[src/rtl/shift_add_mult_pkg.sv]
// -----------------------------------------------------------------------------
// shift_add_mult_pkg
// Shared definitions for the sequential shift-and-add multiplier and its
// companion restoring divider: FSM state encoding, default operand width and
// the iteration-counter width helper.
// -----------------------------------------------------------------------------
package shift_add_mult_pkg;

  // Operand width used when a parent does not override WIDTH.
  localparam int DEFAULT_WIDTH = 8;

  // Two-state control FSM shared by the multiply and divide datapaths.
  typedef enum logic [0:0] {
    IDLE = 1'b0,
    RUN  = 1'b1
  } state_t;

  // The iteration counter must hold the value WIDTH itself, not just WIDTH-1.
  function automatic int count_width(input int w);
    return $clog2(w + 1);
  endfunction

endpackage : shift_add_mult_pkg

[src/rtl/shift_add_mult_rshift.sv]
// -----------------------------------------------------------------------------
// shift_add_mult_rshift
// Combinational right-shift stage of the multiplier: {out_a, out_q} is the
// concatenation {sum, q} shifted right by one. The bit that lands above out_a
// (the old carry position) is always zero and is not produced.
//
// Ports:
//   i_sum  [WIDTH:0]   accumulator sum including its carry bit
//   i_q    [WIDTH-1:0] current multiplier/low-product register
//   o_a    [WIDTH-1:0] next A register value (sum[WIDTH:1])
//   o_q    [WIDTH-1:0] next Q register value ({sum[0], q[WIDTH-1:1]})
// -----------------------------------------------------------------------------
module shift_add_mult_rshift #(
  parameter int WIDTH = 8
) (
  input  logic [WIDTH:0]   i_sum,
  input  logic [WIDTH-1:0] i_q,
  output logic [WIDTH-1:0] o_a,
  output logic [WIDTH-1:0] o_q
);

  // q[0] has already been consumed as the add-enable, so it falls off the end.
  logic w_unused_q0;

  assign w_unused_q0 = i_q[0];
  assign o_a         = i_sum[WIDTH:1];
  assign o_q         = {i_sum[0], i_q[WIDTH-1:1]};

endmodule : shift_add_mult_rshift

[src/rtl/shift_add_mult.sv]
// -----------------------------------------------------------------------------
// shift_add_mult
// Sequential unsigned shift-and-add multiplier. One WIDTH x WIDTH operand pair
// is accepted per start pulse while idle; WIDTH iteration cycles later the
// 2*WIDTH-bit product is final and done pulses for one cycle. The product is
// held until the next accepted start.
//
// Ports:
//   i_clk           system clock, rising edge
//   i_rst           synchronous active-high reset (priority over start)
//   i_start         operation request, sampled only while idle
//   i_multiplicand  M operand, captured on an accepted start
//   i_multiplier    Q operand, captured on an accepted start
//   o_busy          high while iterating
//   o_done          one-cycle pulse: product is final
//   o_product       {A,Q} register pair
// -----------------------------------------------------------------------------
module shift_add_mult
  import shift_add_mult_pkg::*;
#(
  parameter int WIDTH = DEFAULT_WIDTH
) (
  input  logic               i_clk,
  input  logic               i_rst,
  input  logic               i_start,
  input  logic [WIDTH-1:0]   i_multiplicand,
  input  logic [WIDTH-1:0]   i_multiplier,
  output logic               o_busy,
  output logic               o_done,
  output logic [2*WIDTH-1:0] o_product
);

  localparam int CW = count_width(WIDTH);

  state_t           r_state;
  logic             r_c;
  logic [WIDTH-1:0] r_a;
  logic [WIDTH-1:0] r_q;
  logic [WIDTH-1:0] r_m;
  logic [CW-1:0]    r_count;
  logic             r_done;

  logic [WIDTH:0]   w_acc;
  logic [WIDTH:0]   w_sum;
  logic [WIDTH-1:0] w_next_a;
  logic [WIDTH-1:0] w_next_q;

  // Conditional add: M joins the {C,A} accumulator when the current multiplier LSB is set.
  always_comb begin
    w_acc = {r_c, r_a};
    if (r_q[0]) begin
      w_sum = w_acc + {1'b0, r_m};
    end else begin
      w_sum = w_acc;
    end
  end

  shift_add_mult_rshift #(
    .WIDTH (WIDTH)
  ) u_rshift (
    .i_sum (w_sum),
    .i_q   (r_q),
    .o_a   (w_next_a),
    .o_q   (w_next_q)
  );

  // Control FSM, iteration counter and datapath registers.
  always_ff @(posedge i_clk) begin
    if (i_rst) begin
      r_state <= IDLE;
      r_c     <= 1'b0;
      r_a     <= '0;
      r_q     <= '0;
      r_m     <= '0;
      r_count <= '0;
      r_done  <= 1'b0;
    end else begin
      r_done <= 1'b0;
      case (r_state)
        IDLE: begin
          if (i_start) begin
            r_m     <= i_multiplicand;
            r_q     <= i_multiplier;
            r_a     <= '0;
            r_c     <= 1'b0;
            r_count <= CW'(WIDTH);
            r_state <= RUN;
          end else begin
            r_state <= IDLE;
          end
        end
        RUN: begin
          // The shift brings a zero into C; any carry has moved into A's MSB.
          r_c     <= 1'b0;
          r_a     <= w_next_a;
          r_q     <= w_next_q;
          r_count <= r_count - CW'(1);
          if (r_count == CW'(1)) begin
            r_state <= IDLE;
            r_done  <= 1'b1;
          end else begin
            r_state <= RUN;
          end
        end
        default: begin
          r_state <= IDLE;
        end
      endcase
    end
  end

  assign o_busy    = (r_state == RUN);
  assign o_done    = r_done;
  assign o_product = {r_a, r_q};

endmodule : shift_add_mult

[config.mk]
export PLATFORM = sky130hd
export DESIGN_NAME = shift_add_mult
export DESIGN_NICKNAME = d
export VERILOG_FILES = /design/src/rtl/shift_add_mult_pkg.sv /design/src/rtl/shift_add_mult_rshift.sv /design/src/rtl/shift_add_mult.sv
export SDC_FILE = /design/constraint.sdc
export NUM_CORES = 1
export LEC_CHECK = 0
export ABC_CLOCK_PERIOD_IN_PS = 2120
export CAP_MARGIN = 20
export CORE_UTILIZATION = 50
export CTS_CLUSTER_DIAMETER = 80
export CTS_CLUSTER_SIZE = 25
export DETAILED_ROUTE_END_ITERATION = 16
export PLACE_DENSITY = 0.79
export SETUP_SLACK_MARGIN = 0.05
export SYNTH_ARGS = -nofsm -noshare
export SYNTH_HDL_FRONTEND = slang
export SYNTH_SLANG_ARGS = --single-unit
[constraint.sdc]
create_clock -name i_clk -period 2.12 [get_ports i_clk]
set_input_delay 0.318 -clock i_clk [delete_from_list [all_inputs] [get_ports i_clk]]
set_output_delay 0.318 -clock i_clk [all_outputs]
set_load 0.01 [all_outputs]
# Yosys cells after proc, flatten, opt, wreduce, memory -nomap -nowiden
# Index checks and enable logic that the tools add are counted.
totals:
  ff_bits: 31
  out_inout_bits: 18
  word_cells: 27
  inputBits: 19
op_classes:
  n_eq_ne: 2
  add_sub_neg: 2
  n_reduce_logical: 2
  bitwise: 1
  n_mux: 13
ops:
  columns: ["op", "count"]
  rows:
  - ["$pmux 8 s2", 2]
  - ["$mux 8", 2]
  - ["$add 9x8->9", 1]
  - ["$mux 9", 1]
  - ["$pmux 4 s2", 1]
  - ["$eq 4x1->1 const B", 1]
  - ["$mux 1", 4]
  - ["$mux 4", 1]
  - ["$pmux 1 s2", 2]
  - ["$sub 4x1->4 const B", 1]
  - ["$ne 2x2->1 const B", 1]
  - ["$reduce_and 2->1", 1]
  - ["$reduce_or 2->1", 1]
  - ["$not 1->1", 1]

# Longest topological paths before layout
# Gate-level depths: netlist of run 1.
logic_depth:
  ltp_word: 3
  depth_mapped: 8
  depth_no_buf: 8

# Hierarchy
# From an unflattened synthesis of run 1, not the netlist that was laid out.
hier_totals:
  cells_unflattened: 219
  area_unflattened_um2: 1814.2
modules_own_cells:
  columns: ["module", "area_per_inst_um2", "cells_each", "n_inst", "seq_area_each_um2"]
  rows:
  - ["shift_add_mult", 1694.1, 203, 1, 600.6]
  - ["shift_add_mult_rshift", 120.1, 16, 1, 0.0]

# Least setup slack after synthesis of run 1
# Ideal clock, no wire load.
synth_timing:
  path_type: "reg-to-reg"
  from: "reg r_a[0]"
  to: "reg r_a[5]"
  required_time_ps: 2004
  stages_incl_launch_ff: 9
  setup_time_ps: 116
  t_arrival_ps: 1642
  path_slack_ps: 363
  path_cell_list: "dfxtp_1 -> ha_1 -> inv_1 -> fa_1 -> nor2b_4 -> o31a_1 -> o21ai_2 -> mux2i_1 -> and3_1"
synth_via:
  elab_chain_cells: 3
synth_rtl:
  columns: ["item", "line", "text"]
  rows:
  - ["from (decl)", "shift_add_mult.sv:37", "logic [WIDTH-1:0] r_a;"]
  - ["from (signal assigned)", "shift_add_mult.sv:95", "r_a <= w_next_a;"]
  - ["$add 9x8->9", "shift_add_mult.sv:52", "w_sum = w_acc + {1'b0, r_m};"]
  - ["$mux 9", "shift_add_mult.sv:51", "if (r_q[0]) begin"]
  - ["$pmux 8 s2", "shift_add_mult.sv:79", "case (r_state)"]
# Every way passes these cells.
# A chain may end at the register's enable or synchronous reset.

# Final worst setup path of run 1
# Same ends and word-level chain as after synthesis.

==> out/qor.yml, run 1 <==
r2r_setup_slack_ns: 0.28
switching_share: 0.273
met1_length_um: 1690
worstHoldPathCells: 1
grt_pass1_vias: 1437
fin_tns_setup_ns: 0
syn_inst: 194
synth_top_area_share: 0.363
start_util: 0.533
seqPwrFrac: 0.467
ir_worst_vdd_mv: 0.418
die_w_um: 59.5
ctsHoldBuffers: 0
rr_startpoint: "r_a[0]"
async_flop_share: 0
p_leak_nw: 0.863
firstDrtPassIters: 4
ys_seq_area_frac: 0.363
hp-class: "flip-flop to flip-flop"
clk_pin_slew_ns: 0.09
p_int_uw: 973
hold_violations: 0
fin_skew_ns: 0.00975
cts_buffers: 5
root_buffer: "clkbuf_4"
vias_per_cell: 5.56
grt_max_degree: 19
clockBufferDepth: 2
power_mw: 1.34
dp_cells: 270
path_class: "flip-flop to flip-flop"
diodes: 0
syn_area_um2: 1660
post-route-min-period_ns: 1.84
synth_top_area_cell: "dfxtp_1"
synth_area_leaders: "dfxtp_1, mux2i_1, nor2_1, ha_1, a21oi_1"
route.met2.wl_um: 1820
rsz0062_at_grt: "no"
portBuffers: 36
dp_hpwl_um: 2820
path_max_fanout: 4
fp-row-count: 20
tightest_slew_ns: 0.408
core-area_um2: 3100
dr_wl_met3_um: 232
yosys_warnings: 0
p_clk_frac: 0.339
min_from: "r_count[3]"
synth.distinct_cells: 37
endpoint_kind: "flip-flop"
ff2ff_path_depth: 8
period_share: 0.869
drc_errors: 0
startpoint_type: "flip-flop"
fin_nets: 263
min_to: "r_count[3]"
cts_tree: "built"
p_switching_uw: 365
antenna_found_initial: 0
synth_area_per_cell_um2: 8.53
slew_violations: 0
dieArea_um2: 3550
slew_headroom: 0.727
dr_total_vias: 1546
cap_violations: 0
final_cells: 278
overflow: 0
top_layer_used: "met4"
ctsResizeCount: 0
drive_above_1_share: 0.0940
reg2reg_to: "r_a[5]"
synth.most_common_cell: "nor2_1"
status: "completed"
ys_seq_elements: 30
pwr-share-comb: 0.194
fmax_mhz: 543
cp_data_required_time_ns: 2.35
cts_sinks: 30
die_height_um: 59.5
post_cts_buffers: 0
p_per_area_nw_per_um2: 624
area_growth_pct: 29.6
clk_latency_ns: 0.33
synth_edf_count: 0
htreeDepth: 2
ioPinCount: 37
synthTopCellsByCount: "nor2_1, dfxtp_1, mux2i_1, a21oi_1, ha_1"
setup_viol_count_final: 0
utilization: 0.691
synthFlopType: "dfxtp_1"
syn-num-nets: 224
crit_arrival_ns: 2.07
wl_per_cell_um: 13.7
routed_wl_um: 3820
antenna_left: 0
grt_usage: 0.241
drtIter0Drc: 65
grt_pass1_wl_um: 6350
gp_congestion: 0.828
==> power by group through the flow <==
| stage | sequential (mW) | clock, mW | combinational [mW] |
|---|---|---|---|
| after floorplan | 0.636 | 0 | 0.156 |
| final | 0.624 | 0.453 | 0.260 |
| after global routing | 0.629 | 0.493 | 0.289 |
| after detailed placement | 0.637 | 0 | 0.258 |
| after CTS | 0.624 | 0.460 | 0.260 |
| after global placement | 0.635 | 0 | 0.250 |
==> cell type report <==
type,count,area [um^2]
multi-input cells,144,968
fillers,276,958
flip-flops and latches,30,601
repair buffers,42,405
well taps,44,55.1
clock inverters,3,40.0
clock buffers,5,37.5
inverters,10,37.5
==> sequential cells by signal (all words and copies together), names as in the netlist <==
name / flops
r_a: 8
o_done: 1
r_m: 8
r_count: 4
r_q: 8
o_busy: 1
==> layout by cell type, fill, tap and decap left out, drive strengths merged, types with 3 or more instances in the layout <==
cell type,n
nor2,41
clkdlybuf4s50,36
dfxtp,30
mux2i,19
a21oi,18
ha,10
inv,9
nand3,7
o21ai,7
buf,6
a31oi,5
and3,5
clkbuf,5
a211oi,4
nand2,3
nor3,3
nor2b,3
clkinv,3
==> routing by layer <==
metal  track usage  vias up
li1              -      764
met1         0.308      711
met2         0.396       60
met3        0.0633       11
met4        0.0731        0
met5             0        -
==> worst max-delay path, cell delays in order, from the launching register on <==
cell	delay, ns
dfxtp_1	0.39
ha_1	0.18
inv_1	0.05
fa_1	0.43
nor2b_4	0.13
o31a_1	0.18
o21ai_2	0.09
mux2i_1	0.12
and3_1	0.17
==> metrics by stage <==
| step | area, um^2 | hold slack [ns] | setup slack [ns] |
|---|---|---|---|
| 2_1_floorplan | 1660 | 0.449 | 0.363 |
| 3_3_place_gp | 2070 | 0.468 | 0.304 |
| 3_5_place_dp | 2070 | 0.483 | 0.259 |
| 4_1_cts | 2140 | 0.500 | 0.279 |
| 5_1_grt | 2140 | 0.529 | 0.123 |
| 6_report | 2140 | 0.503 | 0.277 |
==> worst max path at each step <==
stage | from | endpoint | cells past startpoint
finish | r_a[0] | r_a[5] | 8
global route | r_a[0] | r_a[3] | 8
CTS | r_a[0] | r_a[5] | 8
detailed placement | i_start | r_m[3] | 5
global placement | i_start | r_m[2] | 5
floorplan | r_a[0] | r_a[5] | 8
==> cells by family (layout without fill, tap and decap cells) <==
family,count (synthesis),after routing,synth area share
fa+ha+maj,11,11,0.0877
xor+xnor,2,2,0.0106
simple gates,66,66,0.186
buf+inv,20,60,0.0522
flops,30,30,0.363
mux,19,19,0.115
compound gates,46,46,0.186
Power figures use the tool's default switching activity.
==> run 2: changes to the inputs <==
--- a/config.mk
+++ b/config.mk
@@ -7,11 +7,11 @@
 export LEC_CHECK = 0
 export ABC_CLOCK_PERIOD_IN_PS = 2120
 export CAP_MARGIN = 20
-export CORE_UTILIZATION = 50
+export CORE_UTILIZATION = 47
 export CTS_CLUSTER_DIAMETER = 80
 export CTS_CLUSTER_SIZE = 25
 export DETAILED_ROUTE_END_ITERATION = 16
-export PLACE_DENSITY = 0.79
+export PLACE_DENSITY = 0.75
 export SETUP_SLACK_MARGIN = 0.05
 export SYNTH_ARGS = -nofsm -noshare
 export SYNTH_HDL_FRONTEND = slang
==> run 2 against run 1 <==
Net effect:
- fmax grew 1.1%
- clock power down 21%
- via count decreased by 5.0%
- design area decreased by 0.35%
- critical path depth stayed put
- critical path type unchanged
- largest power group unchanged
- highest routed layer unchanged
==> out/qor.yml, run 2 (synthesis results as in run 1) <==
area_growth_pct: 29.1
clk_pin_slew_ns: 0.10  # about the same
drtIter0Drc: 37  # -43%
fin_tns_setup_ns: 0  # unchanged
endpoint_kind: "flip-flop"
status: "completed"
clockBufferDepth: 2  # unchanged
antenna_left: 0  # unchanged
dr_total_vias: 1468  # -5.0%
crit_family: "adder cells"
dp_hpwl_um: 2620  # -7.1%
switching_share: 0.282  # +0.00957
htreeDepth: 2  # unchanged
dp_cells: 273  # +1.1%
setup_viol_count_final: 0  # unchanged
rr_startpoint: "r_a[0]"
seqPwrFrac: 0.501  # +0.034
clk_latency_ns: 0.33  # about the same
worstPathCellList: "ha_1 > inv_1 > fa_1 > nor2b_4 > o21ai_0 > a211oi_2 > a21oi_1 > a211oi_2"
final_cell_mix: "nor2_1, clkdlybuf4s50_1, dfxtp_1, mux2i_1, a21oi_1"
cp_data_required_time_ns: 2.39  # +0.04 ns
final_cells: 281  # +1.1%
root_buffer: "clkbuf_4"
overflow: 0  # unchanged
cts_tree: "built"
slew_headroom: 0.771  # +0.0445
gp_congestion: 0.875  # +5.6%
ctsResizeCount: 0  # unchanged
drc_errors: 0  # unchanged
reg2reg_to: "r_a[3]"
routed_wl_um: 3560  # -6.8%
core-area_um2: 3360  # +8.4%
crit_buf_inv: 1  # unchanged
firstDrtPassIters: 4  # unchanged
worstHoldPathCells: 1  # unchanged
ff2ff_path_depth: 8  # unchanged
path_class: "flip-flop to flip-flop"
fmax_mhz: 548  # +1.1%
cts_buffers: 5  # unchanged
p_per_area_nw_per_um2: 580  # -6.9%
ir_worst_vdd_mv: 0.418  # about the same
ioPinCount: 37  # unchanged
pwr-share-comb: 0.211  # +0.017
slew_violations: 0  # unchanged
antenna_found_initial: 0  # unchanged
path_max_fanout: 4  # unchanged
final_common_cell: "nor2_1"
post_cts_buffers: 0  # unchanged
crit_end: "r_a[3]"
ctsHoldBuffers: 0  # unchanged
diodes: 0  # unchanged
p_int_uw: 890  # -8.5%
top_regs: "r_a x8, r_m x8, r_q x8"
period_share: 0.860  # -0.00918
hp-class: "flip-flop to flip-flop"
post-route-min-period_ns: 1.82  # -0.0195 ns
fin_skew_ns: 0.0132  # +0.00345 ns
cts_sinks: 30  # unchanged
dieArea_um2: 3760  # +6.2%
rsz0062_at_grt: "no"
crit_top_cell: "a211oi_2"
wl_per_cell_um: 12.7  # -7.8%
startpoint_type: "flip-flop"
drive_above_1_share: 0.0936  # -0.000400
die_height_um: 61.3  # +3.0%
grt_usage: 0.208  # -0.0333
cap_violations: 0  # unchanged
grt_max_degree: 19  # unchanged
die_w_um: 61.3  # +3.0%
crit_arrival_ns: 2.09  # +0.02 ns
p_switching_uw: 350  # -4.0%
hold_violations: 0  # unchanged
grt_pass1_wl_um: 5640  # -11%
start_util: 0.492  # -0.0413
slowest_delay_ns: 0.43  # about the same
p_leak_nw: 0.858  # -0.56%
r2r_setup_slack_ns: 0.30  # +0.02 ns
tightest_slew_ns: 0.342  # -0.0662 ns
grt_pass1_vias: 1267  # -12%
portBuffers: 36  # unchanged
fp-row-count: 21  # +5.0%
p_clk_frac: 0.288  # -0.051
crit_slowest_cell: "fa_1"
vias_per_cell: 5.22  # -6.1%
worstSetupStartpoint: "r_a[0]"
cp.depth: 8  # unchanged
fin_nets: 264  # +0.38%
## run 2: worst reg2reg max path, stage by stage (launching register included)
cell and delay [ns]:
dfxtp_1 0.37, ha_1 0.18, inv_1 0.05, fa_1 0.43
nor2b_4 0.14, o21ai_0 0.10, a211oi_2 0.20, a21oi_1 0.08
a211oi_2 0.21
## run 2: layer usage
metal  track usage  up-vias  routed length, um
li1              -      760                  -
met1         0.266      678               1770
met2         0.335       22               1610
met3        0.0441        8                115
met4        0.0952        0                 68
met5             0        -                  0
## run 2: layout make-up
| class | count | area [um^2] |
|---|---|---|
| fill | 319 | 1230 |
| multi-input combinational | 144 | 968 |
| sequential | 30 | 601 |
| timing repair buffer | 43 | 413 |
| tap | 46 | 57.6 |
| clock buffer | 7 | 55.1 |
| inverter | 10 | 37.5 |
| clock inverter | 1 | 5.00 |
## run 2: stage by stage
step	utilization	setup WS [ns]	power, mW	hold slack (ns)	instance area [um^2]
floorplan	-	0.363	0.792	0.449	1660
global placement	0.618	0.294	0.892	0.473	2080
detailed placement	0.618	0.230	0.896	0.474	2080
CTS	0.635	0.287	1.25	0.490	2140
global route	0.635	0.107	1.31	0.536	2140
finish	0.635	0.297	1.24	0.507	2140
## run 2: worst min path at each step
stage / end / slack (ns) / startpoint
6_report: r_count[3] / 0.51 / r_count[3]
5_1_grt: r_count[3] / 0.54 / r_count[3]
4_1_cts: r_count[3] / 0.49 / r_count[3]
3_5_place_dp: r_count[3] / 0.47 / r_count[3]
3_3_place_gp: r_count[3] / 0.47 / r_count[3]
2_1_floorplan: r_count[3] / 0.45 / r_count[3]
## run 2: power by group through the flow
stage	combinational [mW]	clock, mW	sequential, mW
2_1_floorplan	0.156	0	0.636
3_3_place_gp	0.258	0	0.634
3_5_place_dp	0.261	0	0.634
4_1_cts	0.263	0.367	0.621
5_1_grt	0.290	0.394	0.625
6_report	0.262	0.357	0.621
==> RTL edit, RTL diff (settings of run 1) <==
Change the package constant `DEFAULT_WIDTH` from 8 to 12.
--- a/src/rtl/shift_add_mult_pkg.sv
+++ b/src/rtl/shift_add_mult_pkg.sv
@@ -7,7 +7,7 @@
 package shift_add_mult_pkg;
 
   // Operand width used when a parent does not override WIDTH.
-  localparam int DEFAULT_WIDTH = 8;
+  localparam int DEFAULT_WIDTH = 12;
 
   // Two-state control FSM shared by the multiply and divide datapaths.
   typedef enum logic [0:0] {
Interface: changed (resized i_multiplicand, i_multiplier and o_product); port bits go from 37 to 53. No check against the original RTL was run, so the function may have changed too.
==> RTL edit against run 1 <==
  * Non-clock buffer count up 21
  * Critical path depth did not move
  * Worst setup slack got worse by 0.15 ns
  * Total power rose by 31%
  * Via count is 39% higher
  * Utilization up 0.18 points
  * Area after synthesis increased by 39%
  * Final area is 42% higher
  * Sequential share of layout area shrank 0.20 points
  * Combinational power increased by 33%
  * Die area is 38% higher
  * Sequential cell count up 12
  * Routed wire length up 41%
  * Largest power group unchanged
  * Highest routed layer unchanged
==> RTL edit: results (changes against run 1) <==
[synth]
syn-instance-count = 280  ; was 194
synth_cell_type_count = 39  ; was 37
syn_nets = 322  ; was 224
ys_seq_area_share_pct = 36.5  ; was 36.3%

[setup_path]
timing.rr.start = r_m[0]  ; was r_a[0]
reg2reg_slack_ns = 0.13  ; was 0.28 ns

[clock_network]
post_cts_buffers = 2  ; was 0
ctsResizeCount = 5  ; was 0
cts-root-buf = clkbuf_8  ; was clkbuf_4

[detailed_routing]
drtIter0Drc = 126  ; was 65
wl_per_cell_um = 14.0  ; was 13.7 um

[cells_and_area]
drive_gt1_share_pct = 10.5  ; was 9.40%
layout.nets = 374  ; was 263
stdcell_count = 385  ; was 278
syn2layout_area_growth_pct = 31.7  ; was 29.6%
top_regs = r_a x12, r_m x12, r_q x12  ; was r_a x8, r_m x8, r_q x8

[worst_hold_path]
min_path_cells = 2  ; was 1
worstHoldEndpoint = r_m[7]  ; was r_count[3]
holdCritStartpoint = r_m[7]  ; was r_count[3]

[place]
dp_hpwl_mm = 3.70  ; was 2.82 mm
place.port_buffers = 52  ; was 36

[power_and_ir_drop]
ir_drop_v = 0.000398  ; was 0.000418 V
power.leakage_nw = 1.25  ; was 0.863 nW
internal-power_mw = 1.27  ; was 0.973 mW

[global_routing]
grt_start_max_net_pins = 43  ; was 19
grt_pass1_vias = 1975  ; was 1,437

[run_status]
run_status = finished, final reports clean  ; unchanged

[timing]
skew_ns = 0.00627  ; was 0.00975 ns
tightestPinTransition_ns = 0.540  ; was 0.408 ns

-- RTL edit: cell types whose count changed in the layout (fill, tap and decap cells not counted), moves of 6 or more --
cell and delta:
a21oi_1 +20, clkbuf_8 +6, dfxtp_1 +9, clkdlybuf4s50_1 +16
nand2_1 +33
-- RTL edit: logic make-up after synthesis --
kind of cell | after synthesis | share of synthesized area, %
AO/OA/AOI/OAI | 82 | 23.4
flip-flops | 42 | 36.5
adder cells (fa/ha/maj) | 15 | 8.46
buffers and inverters | 25 | 4.40
XOR/XNOR | 8 | 3.04
AND/OR/NAND/NOR | 92 | 17.1
multiplexers | 16 | 7.05
-- RTL edit: through the flow --
step | setup TNS, ns | hold WS (ns) | worst slack (ns) | utilization (%) | instance area, um2
after floorplan | 0 | 0.440 | 0.113 | - | 2310
after global placement | 0 | 0.451 | 0.0790 | 65.9 | 2890
after detailed placement | -0.0879 | 0.461 | -0.0448 | 65.9 | 2890
after CTS | 0 | 0.472 | 0.0858 | 68.8 | 3020
after global routing | 0 | 0.493 | 0.0126 | 69.3 | 3040
final | 0 | 0.467 | 0.127 | 69.3 | 3040
-- RTL edit: final cells by class --
type,instances,area [um2],share of cell area (%)
clock inverter,1,5.00,0.165
inverter,7,26.3,0.865
multi-input combinational,213,1400,45.9
sequential,42,845,27.8
timing repair buffer,63,616,20.3
tap,52,65.1,2.14
clock buffer,7,86.3,2.84
-- RTL edit: worst max path at each step --
stage          depth (start not counted)    from  slack (ns)      to
6_report                               8  r_m[0]        0.13  r_a[9]
5_1_grt                                8  r_m[0]        0.01  r_a[9]
4_1_cts                                8  r_a[0]        0.09  r_a[7]
3_5_place_dp                           8  r_a[0]       -0.04  r_a[9]
3_3_place_gp                           8  r_a[0]        0.08  r_a[7]
2_1_floorplan                          8  r_a[0]        0.11  r_a[7]
-- RTL edit: worst max-delay path, cell delays in order, from the launching register on --
cell and delay, ns:
dfxtp_2 0.34, ha_4 0.16, fa_2 0.37, a211oi_4 0.25, o211ai_2 0.13, a41oi_2 0.24
xnor2_1 0.14, nand3_1 0.11, a21oi_2 0.18
-- RTL edit: layer usage --
metal	up-vias	part of all wire, %	GRT usage, %
li1	1091	-	-
met1	985	48	32.4
met2	58	46	36.4
met3	9	4.6	3.75
met4	0	1.4	8.89
met5	-	0	0
-- RTL edit: power by group through the flow --
| stage | clock network (mW) | registers [mW] | logic, mW |
|---|---|---|---|
| finish | 0.522 | 0.881 | 0.345 |
| global route | 0.569 | 0.888 | 0.383 |
| CTS | 0.536 | 0.879 | 0.345 |
| detailed placement | 0 | 0.897 | 0.340 |
| global placement | 0 | 0.896 | 0.332 |
| floorplan | 0 | 0.888 | 0.199 |
